### src/rtl/ibox_pipe.sv
// Integer execute unit: single-cycle ALU ops plus an iterative shift-add
// multiplier, with a valid/ready result register between issue and writeback.
module ibox_pipe #(
    parameter int XLEN     = 64,
    parameter int MUL_STEP = 4,
    parameter int TAG_W    = 5
) (
    input  logic             clk,
    input  logic             reset_n,
    input  logic             flush,
    input  logic             in_valid,
    output logic             in_ready,
    input  logic [3:0]       in_op,
    input  logic             in_lw,
    input  logic [XLEN-1:0]  in_a,
    input  logic [XLEN-1:0]  in_b,
    input  logic [TAG_W-1:0] in_tag,
    output logic             out_valid,
    input  logic             out_ready,
    output logic [XLEN-1:0]  out_result,
    output logic [TAG_W-1:0] out_tag,
    output logic             busy
);

    localparam int SH_W  = $clog2(XLEN);
    localparam int NB    = XLEN / 8;
    localparam int NSTEP = XLEN / MUL_STEP;
    localparam int CNT_W = (NSTEP > 1) ? $clog2(NSTEP) : 1;
    localparam logic [CNT_W-1:0] LAST = CNT_W'(NSTEP - 1);

    localparam logic [3:0] OP_ADD    = 4'd0;
    localparam logic [3:0] OP_SUB    = 4'd1;
    localparam logic [3:0] OP_AND    = 4'd2;
    localparam logic [3:0] OP_BIC    = 4'd3;
    localparam logic [3:0] OP_BIS    = 4'd4;
    localparam logic [3:0] OP_XOR    = 4'd5;
    localparam logic [3:0] OP_SLL    = 4'd6;
    localparam logic [3:0] OP_SRL    = 4'd7;
    localparam logic [3:0] OP_SRA    = 4'd8;
    localparam logic [3:0] OP_CMPEQ  = 4'd9;
    localparam logic [3:0] OP_CMPLT  = 4'd10;
    localparam logic [3:0] OP_CMPULT = 4'd11;
    localparam logic [3:0] OP_CMPBGE = 4'd12;
    localparam logic [3:0] OP_ZAP    = 4'd13;

    typedef enum logic {S_IDLE, S_MUL} state_t;

    state_t              r_state;
    state_t              w_state_nxt;
    logic                r_valid;
    logic [XLEN-1:0]     r_result;
    logic [TAG_W-1:0]    r_tag;
    logic [2*XLEN-1:0]   r_mcand;
    logic [XLEN-1:0]     r_mplier;
    logic [2*XLEN-1:0]   r_acc;
    logic [CNT_W-1:0]    r_cnt;
    logic                r_mhi;
    logic                r_mlw;
    logic [TAG_W-1:0]    r_mtag;

    logic                w_accept;
    logic                w_is_mul;
    logic                w_mul_done;
    logic [SH_W-1:0]     w_shamt;
    logic [XLEN-1:0]     w_addsub;
    logic [XLEN-1:0]     w_alu;
    logic [2*XLEN-1:0]   w_pp;
    logic [2*XLEN-1:0]   w_acc_nxt;
    logic [XLEN-1:0]     w_mul_res;

    function automatic logic [XLEN-1:0] sext32(input logic [31:0] v);
        sext32 = XLEN'($signed(v));
    endfunction

    assign in_ready   = (r_state == S_IDLE) & (!r_valid | out_ready) & !flush;
    assign w_accept   = in_valid & in_ready;
    assign w_is_mul   = (in_op[3:1] == 3'b111);
    assign w_mul_done = (r_state == S_MUL) & (r_cnt == LAST) & !flush;
    assign w_shamt    = in_b[SH_W-1:0];
    assign w_addsub   = (in_op == OP_SUB) ? in_a - in_b : in_a + in_b;

    assign out_valid  = r_valid;
    assign out_result = r_result;
    assign out_tag    = r_tag;
    assign busy       = (r_state == S_MUL);

    always_comb begin
        w_alu = '0;
        unique case (in_op)
            OP_ADD, OP_SUB: w_alu = in_lw ? sext32(w_addsub[31:0]) : w_addsub;
            OP_AND:    w_alu = in_a & in_b;
            OP_BIC:    w_alu = in_a & ~in_b;
            OP_BIS:    w_alu = in_a | in_b;
            OP_XOR:    w_alu = in_a ^ in_b;
            OP_SLL:    w_alu = in_a << w_shamt;
            OP_SRL:    w_alu = in_a >> w_shamt;
            OP_SRA:    w_alu = $signed(in_a) >>> w_shamt;
            OP_CMPEQ:  w_alu[0] = (in_a == in_b);
            OP_CMPLT:  w_alu[0] = ($signed(in_a) < $signed(in_b));
            OP_CMPULT: w_alu[0] = (in_a < in_b);
            OP_CMPBGE: begin
                for (int i = 0; i < NB; i++)
                    w_alu[i] = (in_a[8*i +: 8] >= in_b[8*i +: 8]);
            end
            OP_ZAP: begin
                for (int i = 0; i < NB; i++)
                    w_alu[8*i +: 8] = in_b[i] ? 8'h00 : in_a[8*i +: 8];
            end
            default:   w_alu = '0;
        endcase
    end

    // Multiplicand is pre-shifted each step, so bit j of the multiplier
    // always weights r_mcand << j.
    always_comb begin
        w_pp = '0;
        for (int j = 0; j < MUL_STEP; j++)
            if (r_mplier[j])
                w_pp = w_pp + (r_mcand << j);
    end

    assign w_acc_nxt = r_acc + w_pp;

    always_comb begin
        if (r_mhi)
            w_mul_res = w_acc_nxt[2*XLEN-1:XLEN];
        else if (r_mlw)
            w_mul_res = sext32(w_acc_nxt[31:0]);
        else
            w_mul_res = w_acc_nxt[XLEN-1:0];
    end

    always_comb begin
        w_state_nxt = r_state;
        unique case (r_state)
            S_IDLE: if (w_accept && w_is_mul) w_state_nxt = S_MUL;
            S_MUL:  if (r_cnt == LAST) w_state_nxt = S_IDLE;
            default: w_state_nxt = S_IDLE;
        endcase
        if (flush)
            w_state_nxt = S_IDLE;
    end

    always_ff @(posedge clk or negedge reset_n) begin
        if (!reset_n)
            r_state <= S_IDLE;
        else
            r_state <= w_state_nxt;
    end

    always_ff @(posedge clk or negedge reset_n) begin
        if (!reset_n) begin
            r_mcand  <= '0;
            r_mplier <= '0;
            r_acc    <= '0;
            r_cnt    <= '0;
            r_mhi    <= 1'b0;
            r_mlw    <= 1'b0;
            r_mtag   <= '0;
        end else if (flush) begin
            r_acc <= '0;
            r_cnt <= '0;
        end else if (w_accept && w_is_mul) begin
            r_mcand  <= {{XLEN{1'b0}}, in_a};
            r_mplier <= in_b;
            r_acc    <= '0;
            r_cnt    <= '0;
            r_mhi    <= in_op[0];
            r_mlw    <= in_lw;
            r_mtag   <= in_tag;
        end else if (r_state == S_MUL) begin
            r_mcand  <= r_mcand << MUL_STEP;
            r_mplier <= r_mplier >> MUL_STEP;
            r_acc    <= w_acc_nxt;
            r_cnt    <= r_cnt + 1'b1;
        end
    end

    always_ff @(posedge clk or negedge reset_n) begin
        if (!reset_n) begin
            r_valid  <= 1'b0;
            r_result <= '0;
            r_tag    <= '0;
        end else if (flush) begin
            r_valid <= 1'b0;
        end else if (w_accept && !w_is_mul) begin
            r_valid  <= 1'b1;
            r_result <= w_alu;
            r_tag    <= in_tag;
        end else if (w_mul_done) begin
            r_valid  <= 1'b1;
            r_result <= w_mul_res;
            r_tag    <= r_mtag;
        end else if (out_ready) begin
            r_valid <= 1'b0;
        end
    end

endmodule
### config.mk
export PLATFORM = sky130hd
export DESIGN_NAME = ibox_pipe
export DESIGN_NICKNAME = d
export VERILOG_FILES = /design/src/rtl/ibox_pipe.sv
export SDC_FILE = /design/constraint.sdc
export NUM_CORES = 2
export LEC_CHECK = 0
export ABC_AREA = 1
export BUFFER_PORTS_ARGS = -buffer_cell sky130_fd_sc_hd__buf_4
export CORE_MARGIN = 1
export CORE_UTILIZATION = 30
export DETAILED_ROUTE_END_ITERATION = 10
export PLACE_DENSITY_LB_ADDON = 0.2
export SKIP_CTS_REPAIR_TIMING = 1
export SYNTH_ARGS = -nofsm -noshare
export SYNTH_HDL_FRONTEND = slang
export SYNTH_SLANG_ARGS = --single-unit
### constraint.sdc
create_clock -name clk -period 8.55 [get_ports clk]
set_input_delay 1.71 -clock clk [delete_from_list [all_inputs] [get_ports clk]]
set_output_delay 1.71 -clock clk [all_outputs]
set_load 0.02 [all_outputs]
# == Word level (Yosys, flattened, before mapping) ==
# Index checks and enable logic that the tools add are counted.
# totals
output_inout_bits,72
rom_bits,0
ff_bits,402
word_cells,115
latchBits,0
memories,0
mem_bits_rw,0
input_bits,143
# classes
n_eq_ne,16
multipliers,0
bitwise_logic,13
n_addsub,7
shift,3
mux,41
magnitude_cmp,10
div_mod_pow,0
reduce_logical,14
# op_table
operator,count
$mux 128,9
$add 128x128->128,4
$mux 64,8
$pmux 56 s9,1
$and 64x64->64,2
$lt 64x64->1,2
$pmux 7 s10,1
$add 64x64->64,1
$eq 64x64->1,1
$ge 8x8->1,8
$mux 8,8
$not 64->64,1
$or 64x64->64,1
$shl 64x6->64,1
$shr 64x6->64,1
$sshr 64x6->64,1
$sub 64x64->64,1
$xor 64x64->64,1
$eq 4x4->1 const B,7
$eq 4x3->1 const B,4
$pmux 1 s13,1
$mux 4,3
$mux 5,2
$eq 4x2->1 const B,2
other kinds (16),33

# == Depth between registers and ports, before layout ==
# depth
word_depth,12
mapped_depth,79
ltp_nobuf,74

# == Least setup slack after synthesis ==
# No wires, ideal clock.
# synth_path
kind,register to register
startpoint,register r_mplier[0]
endpoint,register r_result[56] (netlist: out_result[56])
setup_time_ps,77
n_path_buf,5
stages_incl_launch_ff,68
setup_slack_ps,-476
arrival_ps,8948
period_less_slack_ps,9026
required_time_ps,8473
path_cell_list,dfrtp_1 > buf_6 > buf_6 > clkbuf_1 > buf_1 > buf_1 > nand2_1 > inv_1 > ha_1 > inv_1 > fa_1 > inv_1 > nand3_1 > o21ai_2 > nand3_1 > nand2_2 > nand2_2 > nand2_4 > (+32 left out) > nor4_1 > nand2_1 > o211a_1 > or2_2 > nand3_1 > nand2_1 > ha_1 > nand2_1 > nor2_1 > nand2_1 > nor4_1 > nand4_1 > nand2_1 > inv_1 > or2_2 > nand3_1 > a21oi_1 > a21oi_1
# synth_via
elab_chain_len,12
# synth_rtl
element,line,source
start: declaration,54,logic [XLEN-1:0] r_mplier;
start signal: assignment,165,r_mplier <= in_b;
start signal: assignment,173,r_mplier <= r_mplier >> MUL_STEP;
$mux 128 *,118,if (r_mplier[j])
$add 128x128->128,119,w_pp = w_pp + (r_mcand << j);
$mux 128 *,118,
$add 128x128->128,119,
$mux 128 *,118,
$add 128x128->128,119,
$mux 128 *,118,
$add 128x128->128 *,122,assign w_acc_nxt = r_acc + w_pp;
$mux 64,127,else if (r_mlw)
$mux 64 *,125,if (r_mhi)
$mux 64 *,190,end else if (w_mul_done) begin
$mux 64 *,186,end else if (w_accept && !w_is_mul) begin
end signal: assignment,188,r_result <= w_alu;
end signal: assignment,192,r_result <= w_mul_res;
end: declaration,51,logic [XLEN-1:0] r_result;
# Mark *: on every way between the ends. The rest lies on a longest branch, timed or not. The select of a mux whose other input is x is not followed.
# A chain may end at the register's enable or synchronous reset.

# == Worst setup path after layout ==
# layout_path
startpoint,register r_mplier[0]
endpoint,register r_result[38] (netlist: out_result[38])
# The elaborated chain is that of the path after synthesis.

==> metrics.txt <==
detailed placement HPWL=between 500 and 600 mm; DR vias/cell=roughly 5.3; clk root buf=clkbuf_16; VDD IR-drop max=approximately 0.23 mV; drt first-iter violations=about 13000; Final ANT Viol Nets=0; Worst-Margin Slew=roughly 1.3 ns; Post-synth EDFFs=0; Distinct cells, synth=79; detailed-routed wire length on met2=between 200 and 300 mm; worst skew pair latency=0.81 ns; post-place setup slack=-2.86 ns; first-pass GRT wire length=between 800 and 900 mm; sw power=approximately 9.4 mW; Die W=528 µm; Rows=around 190; average routed wire per standard cell=27.0 µm; Worst-path clk slew=~0.06 ns; Final Hold Fails=0; Hold/Removal Path Class=reg2reg; clk buf depth=3; routed via count=roughly 120k; cells after synthesis=14900; Final setup viols=~170; Tmin final=10.27 ns; commonest cells in the synthesized netlist=nand2_1, inv_1, nor2_1; Slew HR=9.92%; failing checks=setup timing; Storage cell area=around 10000 µm²; slowest CP cell=dfrtp_4; # nets final=~20000; TritonCTS Buffers=55; Cells after DPL=~22000; CTS tree=done; initial antenna violation count=55; syn nets=approximately 16000; first-pass iteration count of the detailed router=7; aggregate global-route resource usage=41.8%; area grow syn2layout=49.3%; Hold Path Cell Cnt=2; max cap viols=0; Avg Inst Size Synth=~5.6 µm²; area occupied by multi-input gates=about 66000 µm²; Critical Path Fanout Max=24; FF-to-FF setup slack=-1.72 ns; fin crit share=120%; Int Pwr=about 8.9 mW; TNS Setup=-209.41 ns; Sink Count=between 400 and 500; Synth Warn #=0; Final Non-Filler Cells=between 20000 and 25000; crit path launch type=flop; worst clock skew=around 0.097 ns; Synth async-reset ratio=between 90% and 100%; Pins Over Slew Limit=0; ys flop type=dfrtp_1; gpl congestion=~1.1; Buffers on Ports=214; clock network power share=13.8%; Die ar.=279000 µm²; share of the yosys chip area belonging to registers=12.1%; placed instance area=118000 µm²; gr ovfl total=0; post-synth top area cell=nand2_1; Max Clk Rate=about 0.097 GHz; RSZ-0062 raised after global routing=true; CP peak stage delay=roughly 0.57 ns; vias in the first global route=approximately 110k; synthesized area=between 80000 and 90000 µm²; Power, Total=between 15 and 20 mW; Setup crit start=r_mplier[0]; Pwr Density=148 nW/µm²; Worst Setup Path Type=reg2reg; worst reg-to-reg path cell count=62; sw frac=51.6%; routed length on met1=about 250 mm; Worst EP arrival=~11 ns; die height=528 µm; Hold Path Origin=r_mplier[37]; top layer in use=met5; count leader, synth=nand2_1; leakage=60.9 nW; Starting Density=around 30%; FF-to-FF End=out_result[38]; final wirelength=606 mm; post-synth top area share=15.7%; final instance area=approximately 120000 µm²; Comb power frac=between 70% and 80%; sequential cell fraction of total power=~15%; largest net degree at the start of global routing=between 100 and 150; number of fill cells in the layout=30500; met3 WL=roughly 54 mm; DRC viols=0; Synth area leaders=nand2_1, dfrtp_1, ha_1; CP most frequent cell=nand2_1; Crit path required time=roughly 9.2 ns; Crit. End Element=flop; r2r startpoint=r_mplier[0]; # IOs=~220; run status=complete, but fails checks; post-layout util=45.1%; final setup margin=-1.72 ns; core area=between 200000 and 300000 µm²; Synth Register Bits=402; layout cell share with drive strength beyond 1=between 20% and 30%; Min Hold Slack=about 0.48 ns; worst hold endpoint=r_mplier[37]; htree depth=2
==> power by group through the flow <==
stage | Clock, mW | Combinational [mW] | Sequential (mW)
finish | 2.53 | 13.0 | 2.74
global route | 2.62 | 13.7 | 2.75
CTS | 2.57 | 12.1 | 2.69
detailed placement | 0 | 12.1 | 2.72
global placement | 0 | 12.1 | 2.72
floorplan | 0 | 5.11 | 2.69
==> layer usage <==
metal / global-route usage (%) / vias up
met5: 0 / -
met4: 28.2 / 34
met3: 8.99 / 1261
met2: 62.9 / 5419
met1: 53.3 / 56500
li1: - / 56900
==> critical path: cells and delay by family, from the launching register on <==
| kind | cells | cell delay, ns |
|---|---|---|
| xor gates and xnor gates | 1 | 0.16 |
| AOI/OAI and AO/OA | 11 | 1.86 |
| and+or+nand+nor | 28 | 3.84 |
| buffers and inverters | 18 | 2.37 |
| DFF | 1 | 0.57 |
| adders and majority gates | 4 | 1.32 |
==> kinds of logic (layout without fill, tap and decap cells) <==
logic type | count (synthesis) | count (layout) | synth area share, %
mux | 42 | 42 | 0.507
simple gates | 6445 | 6445 | 31.9
xor+xnor | 313 | 313 | 3.31
compound gates | 4246 | 4246 | 29.1
fa+ha+maj | 697 | 697 | 10.6
buf+inv | 2729 | 6577 | 12.6
other cells | 0 | 31 | 0
flops | 402 | 402 | 12.1
==> state kept, by name, indices dropped and copies added, names as in the netlist <==
signal      cells
out_valid       1
r_mlw           1
r_mcand       128
busy            1
r_acc         128
r_cnt           4
out_result     64
r_mplier       64
out_tag         5
r_mhi           1
r_mtag          5
==> area by class of cell <==
type	instances	share of cell area, %
inverter	2251	6.85
tap	3686	3.72
timing repair buffer	4223	26.2
sequential	402	8.14
antenna	31	0.0626
clock buffer	74	1.26
clock inverter	29	0.263
multi-input combinational	11700	53.5
==> placed cells by master (no fill, tap or decap), types with 90 or more instances in the layout <==
cell type / netlist / layout
a21o_1: 91 / 90
a21oi_1: 1490 / 1294
a21oi_2: 9 / 201
a31oi_1: 102 / 91
buf_4: 4 / 4153
dfrtp_1: 402 / 397
ha_1: 691 / 619
inv_1: 2222 / 2201
nand2_1: 3479 / 3386
nand2_2: 46 / 132
nand3_1: 620 / 595
nor2_1: 1768 / 1572
nor2_2: 7 / 179
nor3_1: 144 / 117
o211ai_1: 98 / 98
o21a_1: 124 / 122
o21ai_0: 1558 / 1351
o21ai_1: 154 / 280
o21ai_2: 20 / 90
o22ai_1: 129 / 128
or2_2: 98 / 98
xnor2_1: 138 / 133
xor2_1: 175 / 156
==> worst max-delay path by stage <==
stage          cells past startpoint              to  slack, ns
4_1_cts                           61  out_result[63]      -2.85
5_1_grt                           68  out_result[59]      -2.27
6_report                          62  out_result[38]      -1.72
3_3_place_gp                      63  out_result[63]      -2.86
2_1_floorplan                     67  out_result[56]      0.004
3_5_place_dp                      61  out_result[63]      -2.86
No activity file was read; power rests on OpenSTA's default activity.
